--- config.mk ---
export PLATFORM = sky130hd
export DESIGN_NAME = mips_mem_loader
export DESIGN_NICKNAME = d
export VERILOG_FILES = /design/src/rtl/mips_mem_loader.sv
export SDC_FILE = /design/constraint.sdc
export NUM_CORES = 1
export LEC_CHECK = 0
export CAP_MARGIN = 20
export CELL_PAD_IN_SITES_DETAIL_PLACEMENT = 1
export CELL_PAD_IN_SITES_GLOBAL_PLACEMENT = 2
export CORE_MARGIN = 3
export CORE_UTILIZATION = 27
export DETAILED_ROUTE_END_ITERATION = 10
export GPL_TIMING_DRIVEN = 1
export PLACE_DENSITY_LB_ADDON = 0.2
export SLEW_MARGIN = 10
export SYNTH_ARGS = -nofsm -noshare
export SYNTH_HDL_FRONTEND = slang
export SYNTH_SLANG_ARGS = --single-unit
--- constraint.sdc ---
create_clock -name clk -period 2 [get_ports clk]
set_input_delay 0.4 -clock clk [delete_from_list [all_inputs] [get_ports clk]]
set_output_delay 0.4 -clock clk [all_outputs]
set_load 0.02 [all_outputs]
--- src/rtl/mips_mem_loader.sv ---
// mips_mem_loader: boot-time loader that turns a framed byte stream
// (LEN_HI, LEN_LO, then 4*N big-endian data bytes) into sequential 32-bit
// RAM writes while holding the CPU in reset.
// Optional build macro: MEM_LOADER_CHECKSUM_EN adds a trailing XOR checksum
// byte after the last data word; a mismatch ends the load in the error state.
module mips_mem_loader #(
  parameter int ADDR_W    = 8,
  parameter int DATA_W    = 32,
  parameter int BASE_ADDR = 0
) (
  input  logic              clk,
  input  logic              res,
  input  logic              start,
  input  logic              s_valid,
  input  logic [7:0]        s_data,
  output logic              s_ready,
  output logic              mem_we,
  output logic [ADDR_W-1:0] mem_addr,
  output logic [DATA_W-1:0] mem_wdata,
  output logic              cpu_hold,
  output logic              busy,
  output logic              done,
  output logic              err,
  output logic [ADDR_W:0]   words_loaded
);

`ifdef MEM_LOADER_CHECKSUM_EN
  typedef enum logic [2:0] {
    S_IDLE, S_LEN_HI, S_LEN_LO, S_DATA, S_WRITE, S_DONE, S_ERR, S_CHK
  } state_t;
`else
  typedef enum logic [2:0] {
    S_IDLE, S_LEN_HI, S_LEN_LO, S_DATA, S_WRITE, S_DONE, S_ERR
  } state_t;
`endif

  // Largest legal word count is the full RAM depth (every word written once).
  localparam logic [16:0]       DEPTH = 17'(1) << ADDR_W;
  localparam logic [ADDR_W-1:0] BASE  = ADDR_W'(BASE_ADDR);

  state_t              state_q, state_d;
  logic [15:0]         len_q;
  logic [1:0]          byte_cnt_q;
  logic [DATA_W-9:0]   wbuf_q;
  logic                xfer;
  logic                restart;
  logic [15:0]         n_word;
  logic [ADDR_W:0]     wl_next;
  logic                last_word;
`ifdef MEM_LOADER_CHECKSUM_EN
  logic [7:0]          chk_q;
`endif

  assign xfer      = s_valid && s_ready;
  assign restart   = start && (state_q == S_IDLE || state_q == S_DONE || state_q == S_ERR);
  assign n_word    = {len_q[15:8], s_data};
  // words_loaded doubles as the running word index of the current load.
  assign wl_next   = words_loaded + 1'b1;
  assign last_word = (17'(wl_next) == {1'b0, len_q});

  assign mem_we   = (state_q == S_WRITE);
  assign done     = (state_q == S_DONE);
  assign err      = (state_q == S_ERR);
  assign cpu_hold = (state_q != S_DONE);

  // Next-state decode; s_ready depends only on state, never on s_valid.
  always_comb begin
    state_d = state_q;
    s_ready = 1'b0;
    busy    = 1'b0;
    case (state_q)
      S_IDLE: begin
        if (start) state_d = S_LEN_HI;
      end
      S_LEN_HI: begin
        s_ready = 1'b1;
        busy    = 1'b1;
        if (xfer) state_d = S_LEN_LO;
      end
      S_LEN_LO: begin
        s_ready = 1'b1;
        busy    = 1'b1;
        if (xfer) begin
          if (n_word == 16'd0)                state_d = S_DONE;
          else if ({1'b0, n_word} > DEPTH)    state_d = S_ERR;
          else                                state_d = S_DATA;
        end
      end
      S_DATA: begin
        s_ready = 1'b1;
        busy    = 1'b1;
        if (xfer && byte_cnt_q == 2'd3) state_d = S_WRITE;
      end
      S_WRITE: begin
        busy = 1'b1;
`ifdef MEM_LOADER_CHECKSUM_EN
        if (last_word) state_d = S_CHK;
`else
        if (last_word) state_d = S_DONE;
`endif
        else           state_d = S_DATA;
      end
`ifdef MEM_LOADER_CHECKSUM_EN
      S_CHK: begin
        s_ready = 1'b1;
        busy    = 1'b1;
        if (xfer) state_d = (s_data == chk_q) ? S_DONE : S_ERR;
      end
`endif
      S_DONE, S_ERR: begin
        if (start) state_d = S_LEN_HI;
      end
      default: state_d = S_IDLE;
    endcase
  end

  // State, length capture, word assembly and RAM write-port registers.
  always_ff @(posedge clk) begin
    if (res) begin
      state_q      <= S_IDLE;
      len_q        <= '0;
      byte_cnt_q   <= '0;
      wbuf_q       <= '0;
      mem_addr     <= '0;
      mem_wdata    <= '0;
      words_loaded <= '0;
`ifdef MEM_LOADER_CHECKSUM_EN
      chk_q        <= '0;
`endif
    end else begin
      state_q <= state_d;
      if (restart) begin
        words_loaded <= '0;
        byte_cnt_q   <= '0;
`ifdef MEM_LOADER_CHECKSUM_EN
        chk_q        <= '0;
`endif
      end
      if (xfer) begin
        case (state_q)
          S_LEN_HI: len_q[15:8] <= s_data;
          S_LEN_LO: len_q[7:0]  <= s_data;
          S_DATA: begin
            byte_cnt_q <= byte_cnt_q + 2'd1;
            wbuf_q     <= {wbuf_q[DATA_W-17:0], s_data};
`ifdef MEM_LOADER_CHECKSUM_EN
            chk_q      <= chk_q ^ s_data;
`endif
            // 4th byte: present the finished word for the WRITE cycle.
            if (byte_cnt_q == 2'd3) begin
              mem_wdata <= {wbuf_q, s_data};
              mem_addr  <= BASE + words_loaded[ADDR_W-1:0];
            end
          end
          default: ;
        endcase
      end
      if (state_q == S_WRITE) words_loaded <= wl_next;
    end
  end

endmodule

==> out/results.ini, run 1 <==
[clocking]
worstSkewPairLatency_ns=0.34
tritoncts=yes
htree_levels=3
ctsRootBufferMaster=clkbuf_16
clkTransAtPathRegs_ns=0.07
cts-buffers-inserted=9
holdBufCountCts=0
cts_sinks=94
clock_tree.buffer_depth=2

[placed_design]
gp_congestion=0.845
place_worst_setup_slack_ns=-0.478
dpl_wire_length_um=8540
numPortBuffers=66

[floorplanning]
floorplan.core_area_um2=14100
boundaryPins=67
dieHeight_um=127
rows=43
floorplan.die.width_um=127
start_util_pct=28.0
dieArea_um2=16100

[synthesis]
dominant_cell_by_count_in_the_synthesized_netlist=nand2_1
synth_enable_flop_cells=0
synth-async-reset-ratio_pct=0
postSynthRegisterBits=94
avgSynthCellArea_um2=7.70
synth_nets=526
postSynth.topFlopCell=dfxtp_1
synth_sequential_area_ratio_pct=47.7
synth_cell_type_count=50
netlist_instances=512
mappedNetlistArea_um2=3940
yosysTopAreaCellShare_pct=47.7
synth.yosys.warnings=0
ys_top_cells_by_area=dfxtp_1 (48%), nand2_1 (16%), a21oi_1 (12%)
netlist.top_cell.by_area=dfxtp_1
ys_top_cells_by_count=nand2_1 (172), a21oi_1 (97), dfxtp_1 (94)

[sta]
worst-slew-pin-transition_ns=0.454
skew_ns=0.00621
setup_viol_count_final=0
fin_crit_ns=1.89
unrepaired_setup_endpoints_after_global_routing=false
timing.max_slew.rel_slack_pct=69.7
setup_slack_ns=0.113
report.final.hold_viol_count=0
final.period_utilization_pct=94.4
max_clock_freq_mhz=530
maxSlewViolCount=0
hold_slack_ns=0.361

[routing]
viasPerCell=4.83
first_iter_violations=165
routed_wire_length_per_instance_um=15.4
drt.antenna.violating_nets=0
totalWireLength_um=12200
vias=3812
detailedRoute.firstPassIterationCount=4
drt_drc_violations_left=0

[critical_path]
critPathLaunchType=flip-flop
worstPathRequired_ns=1.60
regToRegStartpoint=len_q[15]
regToRegEndpoint=state_q[1]
reg2reg_depth=6
cp-end-kind=output pin
regToRegSetupSlack_ns=0.12
critPathMaxFanout=6
worstPathArrival_ns=1.49
path_class=reg2out

[run]
max_capacitance_violation_total=0

[hold_path]
timing.hold.worst.start=res
min_delay_path_depth=2
worst_hold_path.endpoint=state_q[0]
min_path_type=in2reg

[finish]
drive_gt1_share_pct=13.3
area_occupied_by_multi_input_gates_um2=1950
areaGrowthSynthToFinish_pct=38.7
nets=620
final-seq-area_um2=1890
final.fill_count=1721
num_antenna_cells=0

[pwr]
power.ir.vdd_worst_uv=384
cellLeakagePower_uw=0.00195
power_per_cell_area_nw_per_um2=901

[grt]
global_route.overflow_total=0
number_of_antenna_violations_at_the_first_check_in_global_routing=0
grt_util_all_layers_pct=15.6
grt_pass1_vias=3820
grt_first_pass_wirelength_um=20300
grt_max_degree=92

[run_status]
status=complete, no violations

cells by family (layout without fill, tap and decap cells):
family          after synthesis  count (layout)  synth area share [%]
buf+inv                      37             135                  4.22
simple gates                239             239                  26.3
xor+xnor                     15              15                  3.33
flops                        94              94                  47.7
fa+ha+maj                     3               3                 0.889
compound gates              124             124                  17.5
routing by layer:
layer / GRT usage, % / part of all wire [%]
met4: 2.65 / 0.73
met3: 4.17 / 2.9
met1: 21.4 / 50
met2: 24.9 / 46
met5: 0 / 0
state kept, by name, indices dropped and copies added (netlist names):
signal / count
wbuf_q: 24
mem_wdata: 32
mem_addr: 8
byte_cnt_q: 2
state_q: 3
words_loaded: 9
len_q: 16
layout by cell type, fill, tap and decap left out, drive strengths merged, types with 3 or more instances in the layout:
cell type,count
a211oi,3
a21oi,97
and2,3
and3,5
buf,49
clkbuf,11
clkdlybuf4s50,59
dfxtp,94
dlygate4sd2,5
inv,6
nand2,172
nand2b,4
nand3,8
nand3b,5
nor2,16
nor3,8
nor4,4
o21a,3
o21ai,7
or3,4
or4,3
xnor2,8
xor2,7
worst max-delay path, cell delays in order, from the launching register on:
cell and delay (ns):
dfxtp_2 0.40, buf_4 0.15, clkdlybuf4s50_1 0.60
stage by stage:
| stage | utilization [%] | instance area (µm²) | cells | setup TNS [ns] | power (µW) |
|---|---|---|---|---|---|
| after CTS | 38.5 | 5430 | 789 | 0 | 4970 |
| after global routing | 38.8 | 5470 | 790 | 0 | 5200 |
| final | 38.8 | 5470 | 790 | 0 | 4930 |
| after global placement | 36.2 | 5100 | 774 | -1.89 | 3130 |
| after floorplan | - | 3950 | 512 | 0 | 2650 |
| after detailed placement | 36.2 | 5100 | 774 | -1.69 | 3150 |
where the power goes:
| part | internal, µW | switching [µW] |
|---|---|---|
| combinational | 482 | 624 |
| sequential | 1940 | 75.8 |
| clock | 1090 | 718 |
| total | 3510 | 1420 |
final cells by class:
class                      count  area share, %
multi-input combinational    381           35.7
sequential                    94           34.5
timing repair buffer         114           19.6
clock buffer                  11           4.25
tap                          180           4.12
clock inverter                 4           1.33
inverter                       6          0.412
timing repair:
item / 4_1_cts / 5_1_grt
setup endpoints to repair: 10 / 5
setup buffers: 0 / 1
resized for setup: 12 / 6
pin swaps: 0 / 3
worst max-delay path by stage:
| stage | depth (start not counted) | startpoint | end |
|---|---|---|---|
| after floorplan | 7 | words_loaded[0] | state_q[1] |
| after CTS | 4 | state_q[0] | cpu_hold |
| after global routing | 6 | len_q[15] | state_q[1] |
| final | 2 | words_loaded[4] | words_loaded[4] |
| after detailed placement | 6 | s_data[1] | state_q[2] |
| after global placement | 6 | s_data[1] | state_q[2] |
Note: power is estimated with default switching activity, not from simulation.
==> run 2: changes to the inputs <==
--- a/config.mk
+++ b/config.mk
@@ -10,6 +10,8 @@
 export CELL_PAD_IN_SITES_GLOBAL_PLACEMENT = 2
 export CORE_MARGIN = 3
 export CORE_UTILIZATION = 27
+export CTS_BUF_LIST = sky130_fd_sc_hd__clkbuf_16
+export CTS_CLUSTER_DIAMETER = 100
 export DETAILED_ROUTE_END_ITERATION = 10
 export GPL_TIMING_DRIVEN = 1
 export PLACE_DENSITY_LB_ADDON = 0.2
==> run 2 against run 1 <==
Core utilization did not move. Setup slack barely moved. Total power fell by 0.18%. Largest cell class unchanged. First-iteration DRC count fell by 0.61%. Critical path depth did not move. Largest power group unchanged. Clock-buffer cell count fell by 2. Final area did not move. Die area did not move.
==> out/results.ini, run 2 (same netlist as run 1, synthesis figures left out) <==
[floorplanning]
rows=43  ; unchanged
dieArea_um2=16100  ; unchanged
dieHeight_um=127  ; unchanged
floorplan.core_area_um2=14100  ; unchanged
start_util_pct=28.0  ; unchanged
boundaryPins=67  ; unchanged
floorplan.die.width_um=127  ; unchanged

[clocking]
htree_levels=3  ; unchanged
cts_sinks=94  ; unchanged
worstSkewPairLatency_ns=0.34  ; about the same
clkTransAtPathRegs_ns=0.07  ; about the same
cts-buffers-inserted=9  ; unchanged
tritoncts=yes
clock_tree.buffer_depth=2  ; unchanged
ctsRootBufferMaster=clkbuf_16
holdBufCountCts=0  ; unchanged

[routing]
routed_wire_length_per_instance_um=15.4  ; about the same
drt.antenna.violating_nets=0  ; unchanged
totalWireLength_um=12200  ; about the same
drt_drc_violations_left=0  ; unchanged
first_iter_violations=164  ; -0.61%
detailedRoute.firstPassIterationCount=4  ; unchanged
viasPerCell=4.83  ; about the same
vias=3813  ; +0.026%

[pwr]
p_comb_share_pct=22.5  ; about the same
share_of_total_power_consumed_by_net_switching_pct=28.8  ; +0.081 points
power.ir.vdd_worst_uv=384  ; about the same
total_switching_power_uw=1420  ; +0.10%
internal_power_uw=3500  ; -0.29%
sequentialPowerShare_pct=41.0  ; about the same
power_per_cell_area_nw_per_um2=900  ; -0.18%
clock_power_share_pct=36.5  ; about the same
cellLeakagePower_uw=0.00195  ; +0.43%

[hold_path]
worst_hold_path.endpoint=state_q[0]
min_path_type=in2reg
timing.hold.worst.start=res
min_delay_path_depth=2  ; unchanged

[sta]
skew_ns=0.00621  ; -0.0000000500 ns
fin_crit_ns=1.89  ; +0.0000690 ns
setup_viol_count_final=0  ; unchanged
fin_tns_setup_ns=0  ; unchanged
unrepaired_setup_endpoints_after_global_routing=false
final.period_utilization_pct=94.4  ; about the same
setup_slack_ns=0.113  ; -0.0000690 ns
maxSlewViolCount=0  ; unchanged
report.final.hold_viol_count=0  ; unchanged
timing.max_slew.rel_slack_pct=69.7  ; about the same
worst-slew-pin-transition_ns=0.455  ; +0.000142 ns
max_clock_freq_mhz=530  ; about the same

[critical_path]
critPathMaxFanout=6  ; unchanged
critPathLaunchType=flip-flop
regToRegSetupSlack_ns=0.12  ; about the same
timing.critical_path.slowest_cell_delay_ns=0.60  ; about the same
path_class=reg2out
regToRegEndpoint=state_q[1]
crit_slowest_cell=clkdlybuf4s50_1
regToRegStartpoint=len_q[15]
reg2reg_depth=6  ; unchanged
worstPathRequired_ns=1.60  ; about the same
critical_path.cell_chain=buf_4 -> clkdlybuf4s50_1
worstPathArrival_ns=1.49  ; about the same
cp-end-kind=output pin

[run]
max_capacitance_violation_total=0  ; unchanged

[grt]
global_route.overflow_total=0  ; unchanged
grt_max_degree=92  ; unchanged
grt_util_all_layers_pct=15.6  ; unchanged
number_of_antenna_violations_at_the_first_check_in_global_routing=0  ; unchanged
grt_first_pass_wirelength_um=20300  ; unchanged
grt_pass1_vias=3820  ; unchanged

[finish]
largest_register_ff_count=32  ; unchanged
drive_gt1_share_pct=13.3  ; unchanged
layout.cell_area.non_filler_um2=5470  ; unchanged
areaGrowthSynthToFinish_pct=38.7  ; unchanged
reg_top3=mem_wdata x32, wbuf_q x24, len_q x16
num_antenna_cells=0  ; unchanged
finalCoreUtilization_pct=38.8  ; unchanged
nets=620  ; unchanged
layout_commonest_cell=nand2_1
commonest_cells_after_routing_fill_and_taps_aside=nand2_1 (172), a21oi_1 (97), dfxtp_1 (88), clkdlybuf4s50_1 (59), buf_4 (43)
most_flops_register=mem_wdata
fin_cells=790  ; unchanged

[placed_design]
gp_congestion=0.845  ; unchanged
numPortBuffers=66  ; unchanged
place_worst_setup_slack_ns=-0.478  ; unchanged
placement.cell_area_um2=5100  ; unchanged
dpl_wire_length_um=8540  ; unchanged
placed_cells=774  ; unchanged

[run_status]
status=complete, no violations

==> run 2: changes by cell type in the layout (fill, tap and decap cells not counted) <==
cell	change
inv_1	+2
clkbuf_1	-2
==> run 2: power by group through the flow <==
stage	clock network (µW)	registers, µW	logic, µW
detailed placement	0	2050	1100
finish	1800	2020	1110
global route	1940	2030	1220
global placement	0	2050	1080
floorplan	0	2020	627
CTS	1860	2020	1090
==> run 2: timing repair <==
action,in CTS,in global routing
gates resized for setup,12,6
setup buffers,0,1
endpoints found under the setup margin,10,5
pin swaps,0,3
cloned,0,0
==> run 2: layout make-up <==
class | count | area, µm²
Clock buffer | 9 | 225
Clock inverter | 6 | 80.1
Fill cell | 1721 | 8630
Inverter | 6 | 22.5
Multi-Input combinational cell | 381 | 1950
Sequential cell | 94 | 1890
Tap cell | 180 | 225
Timing Repair Buffer | 114 | 1070
==> run 2: per-layer routing <==
| metal | wire (µm) | track usage, % |
|---|---|---|
| met1 | 6090 | 21.4 |
| met2 | 5640 | 24.9 |
| met4 | 89 | 2.65 |
| met5 | 0 | 0 |
| met3 | 355 | 4.17 |
==> run 2: worst max path at each step <==
stage	start	endpoint	slack, ns	cells after the start
finish	words_loaded[4]	words_loaded[4]	0.11	2
global route	len_q[15]	state_q[1]	0.003	6
CTS	state_q[0]	cpu_hold	0.004	4
floorplan	words_loaded[0]	state_q[1]	0.008	7
global placement	s_data[1]	state_q[2]	-0.40	6
detailed placement	s_data[1]	state_q[2]	-0.48	6
==> run 2: stage by stage <==
step	hold WS, ns	power (µW)
floorplan	0.432	2650
global placement	0.441	3130
detailed placement	0.448	3150
CTS	0.348	4960
global route	0.363	5190
finish	0.361	4920
==> run 2: worst max-delay path, delay by kind of cell (launching register included) <==
family | cells | cell delay [ns]
buffers and inverters | 2 | 0.75
flip-flops | 1 | 0.40
==> run 3: changes to the inputs <==
--- a/config.mk
+++ b/config.mk
@@ -9,13 +9,14 @@
 export CELL_PAD_IN_SITES_DETAIL_PLACEMENT = 1
 export CELL_PAD_IN_SITES_GLOBAL_PLACEMENT = 2
 export CORE_MARGIN = 3
-export CORE_UTILIZATION = 27
+export CORE_UTILIZATION = 32
 export CTS_BUF_LIST = sky130_fd_sc_hd__clkbuf_16
 export CTS_CLUSTER_DIAMETER = 100
 export DETAILED_ROUTE_END_ITERATION = 10
+export DONT_BUFFER_PORTS = 1
 export GPL_TIMING_DRIVEN = 1
 export PLACE_DENSITY_LB_ADDON = 0.2
-export SLEW_MARGIN = 10
+export SLEW_MARGIN = 30
 export SYNTH_ARGS = -nofsm -noshare
 export SYNTH_HDL_FRONTEND = slang
 export SYNTH_SLANG_ARGS = --single-unit
==> run 3 against run 2 <==
Cell count fell by 16%. Routed wire length fell by 8.1%. Via count shrank 9.8%. Core utilization fell by 0.15 points. First-iteration DRC count shrank 10%. Sequential share of layout area rose by 7.1 points. Combinational power decreased by 25%. Die area is 15% lower. Critical path type is now reg2reg. Largest power group unchanged.
==> out/results.ini, run 3 (same netlist as run 1, synthesis figures left out) <==
[grt]
global_route.overflow_total=0  ; unchanged
number_of_antenna_violations_at_the_first_check_in_global_routing=0  ; unchanged
grt_pass1_vias=3532  ; -7.5%
grt_first_pass_wirelength_um=18500  ; -8.9%
grt_util_all_layers_pct=17.4  ; +1.8 points
grt_max_degree=97  ; +5.4%

[sta]
worst-slew-pin-transition_ns=0.550  ; +0.0953 ns
skew_ns=0.0135  ; +0.00731 ns
hold_slack_ns=0.135  ; -0.226 ns
report.final.hold_viol_count=0  ; unchanged
unrepaired_setup_endpoints_after_global_routing=true
final.period_utilization_pct=95.6  ; +1.2 points
maxSlewViolCount=0  ; unchanged
fin_crit_ns=1.91  ; +0.0243 ns
max_clock_freq_mhz=523  ; -1.3%
timing.max_slew.rel_slack_pct=63.0  ; -6.7 points
setup_viol_count_final=0  ; unchanged

[critical_path]
timing.critical_path.from=words_loaded[0]
worstPathArrival_ns=2.13  ; +0.64 ns
worstPathRequired_ns=2.22  ; +0.62 ns
crit_slowest_cell=or4_4
worst_path_most_repeated_cell=and3_1
reg2reg_depth=6  ; unchanged
worst-path-buf-inv=0  ; -2
critPathLaunchType=flip-flop
path_class=reg2reg
cp_num_cells=6  ; +4
cp-end-kind=flip-flop
critical_path.cell_chain=ha_2 -> and3_1 -> and3_1 -> or4_4 -> a211oi_2 -> a211oi_1
worst_path_dominant_cell_family=simple AND/OR/NAND/NOR gates
critPathMaxFanout=8  ; +2
timing.critical_path.slowest_cell_delay_ns=0.50  ; -0.10 ns
regToRegStartpoint=words_loaded[0]

[floorplanning]
dieHeight_um=117  ; -7.8%
dieArea_um2=13700  ; -15%
start_util_pct=33.7  ; +5.7 points
floorplan.core_area_um2=11700  ; -17%
floorplan.die.width_um=117  ; -7.8%
rows=39  ; -9.3%
boundaryPins=67  ; unchanged

[clocking]
ctsRootBufferMaster=clkbuf_16
htree_levels=3  ; unchanged
worstSkewPairLatency_ns=0.35  ; about the same
cts_sinks=94  ; unchanged
cts-buffers-inserted=9  ; unchanged
clkTransAtPathRegs_ns=0.07  ; about the same
clock_tree.buffer_depth=2  ; unchanged
postCtsSetupBuffers=0  ; unchanged
tritoncts=yes

[routing]
vias=3440  ; -9.8%
detailedRoute.firstPassIterationCount=4  ; unchanged
viasPerCell=5.17  ; +7.0%
drt_drc_violations_left=0  ; unchanged
first_iter_violations=147  ; -10%
routed_wire_length_per_instance_um=16.8  ; +9.0%
totalWireLength_um=11200  ; -8.1%
drt.antenna.violating_nets=0  ; unchanged

[run_status]
status=complete, no violations

[placed_design]
placement.cell_area_um2=4210  ; -17%
placed_cells=651  ; -16%
gp_congestion=0.758  ; -10%
numPortBuffers=0  ; -100%
dpl_wire_length_um=7720  ; -9.6%

[hold_path]
min_path_type=in2reg
min_delay_path_depth=1  ; -1
timing.hold.worst.start=res

[finish]
drive_gt1_share_pct=10.1  ; -3.1 points
layout.cell_area.non_filler_um2=4530  ; -17%
most_flops_register=mem_wdata
largest_register_ff_count=32  ; unchanged
num_antenna_cells=0  ; unchanged
reg_top3=mem_wdata x32, wbuf_q x24, len_q x16
layout_commonest_cell=nand2_1
nets=533  ; -14%
areaGrowthSynthToFinish_pct=14.8
fin_cells=666  ; -16%
commonest_cells_after_routing_fill_and_taps_aside=nand2_1 (172), a21oi_1 (97), dfxtp_1 (90), buf_4 (25), nor2_1 (14)

[pwr]
power_per_cell_area_nw_per_um2=1030  ; +14%
clock_power_share_pct=38.2  ; +1.7 points
share_of_total_power_consumed_by_net_switching_pct=28.0  ; -0.83 points
cellLeakagePower_uw=0.00159  ; -19%
power.ir.vdd_worst_uv=620  ; +61%
sequentialPowerShare_pct=44.0  ; +3.0 points
internal_power_uw=3340  ; -4.5%
total_switching_power_uw=1300  ; -8.3%
p_comb_share_pct=17.8  ; -4.7 points

[run]
max_capacitance_violation_total=0  ; unchanged

==> run 3: final timing paths <==
| path | end | slack, ns |
|---|---|---|
| worst max-delay path | state_q[1] | 0.09 |
| worst min-delay path | words_loaded[1] | 0.13 |
| worst max register to register | state_q[1] | 0.09 |
| worst min register to register | wbuf_q[21] | 0.45 |
==> run 3: what timing repair did <==
item | 4_1_cts | 5_1_grt
endpoints found under the setup margin | 4 | 3
cloned | 0 | 0
hold buffers | 0 | 0
resized for setup | 2 | 2
==> run 3: stage by stage <==
stage	utilization (%)	power [µW]	setup slack (ns)	setup TNS, ns
after global placement	36.0	2890	0.0529	0
after CTS	38.6	4720	0.00734	0
after floorplan	-	2650	0.00782	0
after detailed placement	36.0	2910	-0.0643	-0.0655
after global routing	38.7	4890	-0.0345	-0.0345
final	38.7	4650	0.0884	0
==> run 3: power groups by stage <==
stage / sequential (µW) / combinational [µW] / clock, µW
3_5_place_dp: 2080 / 834 / 0
5_1_grt: 2050 / 915 / 1920
2_1_floorplan: 2020 / 627 / 0
6_report: 2040 / 828 / 1780
4_1_cts: 2040 / 838 / 1840
3_3_place_gp: 2070 / 812 / 0
==> run 3: layout make-up <==
class	count	area [µm²]
tap	143	179
sequential	94	1890
timing repair buffer	27	228
multi-input combinational	381	1910
clock inverter	6	80.1
clock buffer	9	225
inverter	6	22.5
fill	1446	7180
==> run 3: routing by layer <==
metal / global-route usage (%) / vias up / part of all wire [%]
met5: 0 / - / 0
met4: 3.44 / 0 / 0.82
met3: 6.02 / 5 / 6.3
met2: 26.8 / 68 / 45
met1: 23.7 / 1635 / 48
li1: - / 1732 / -
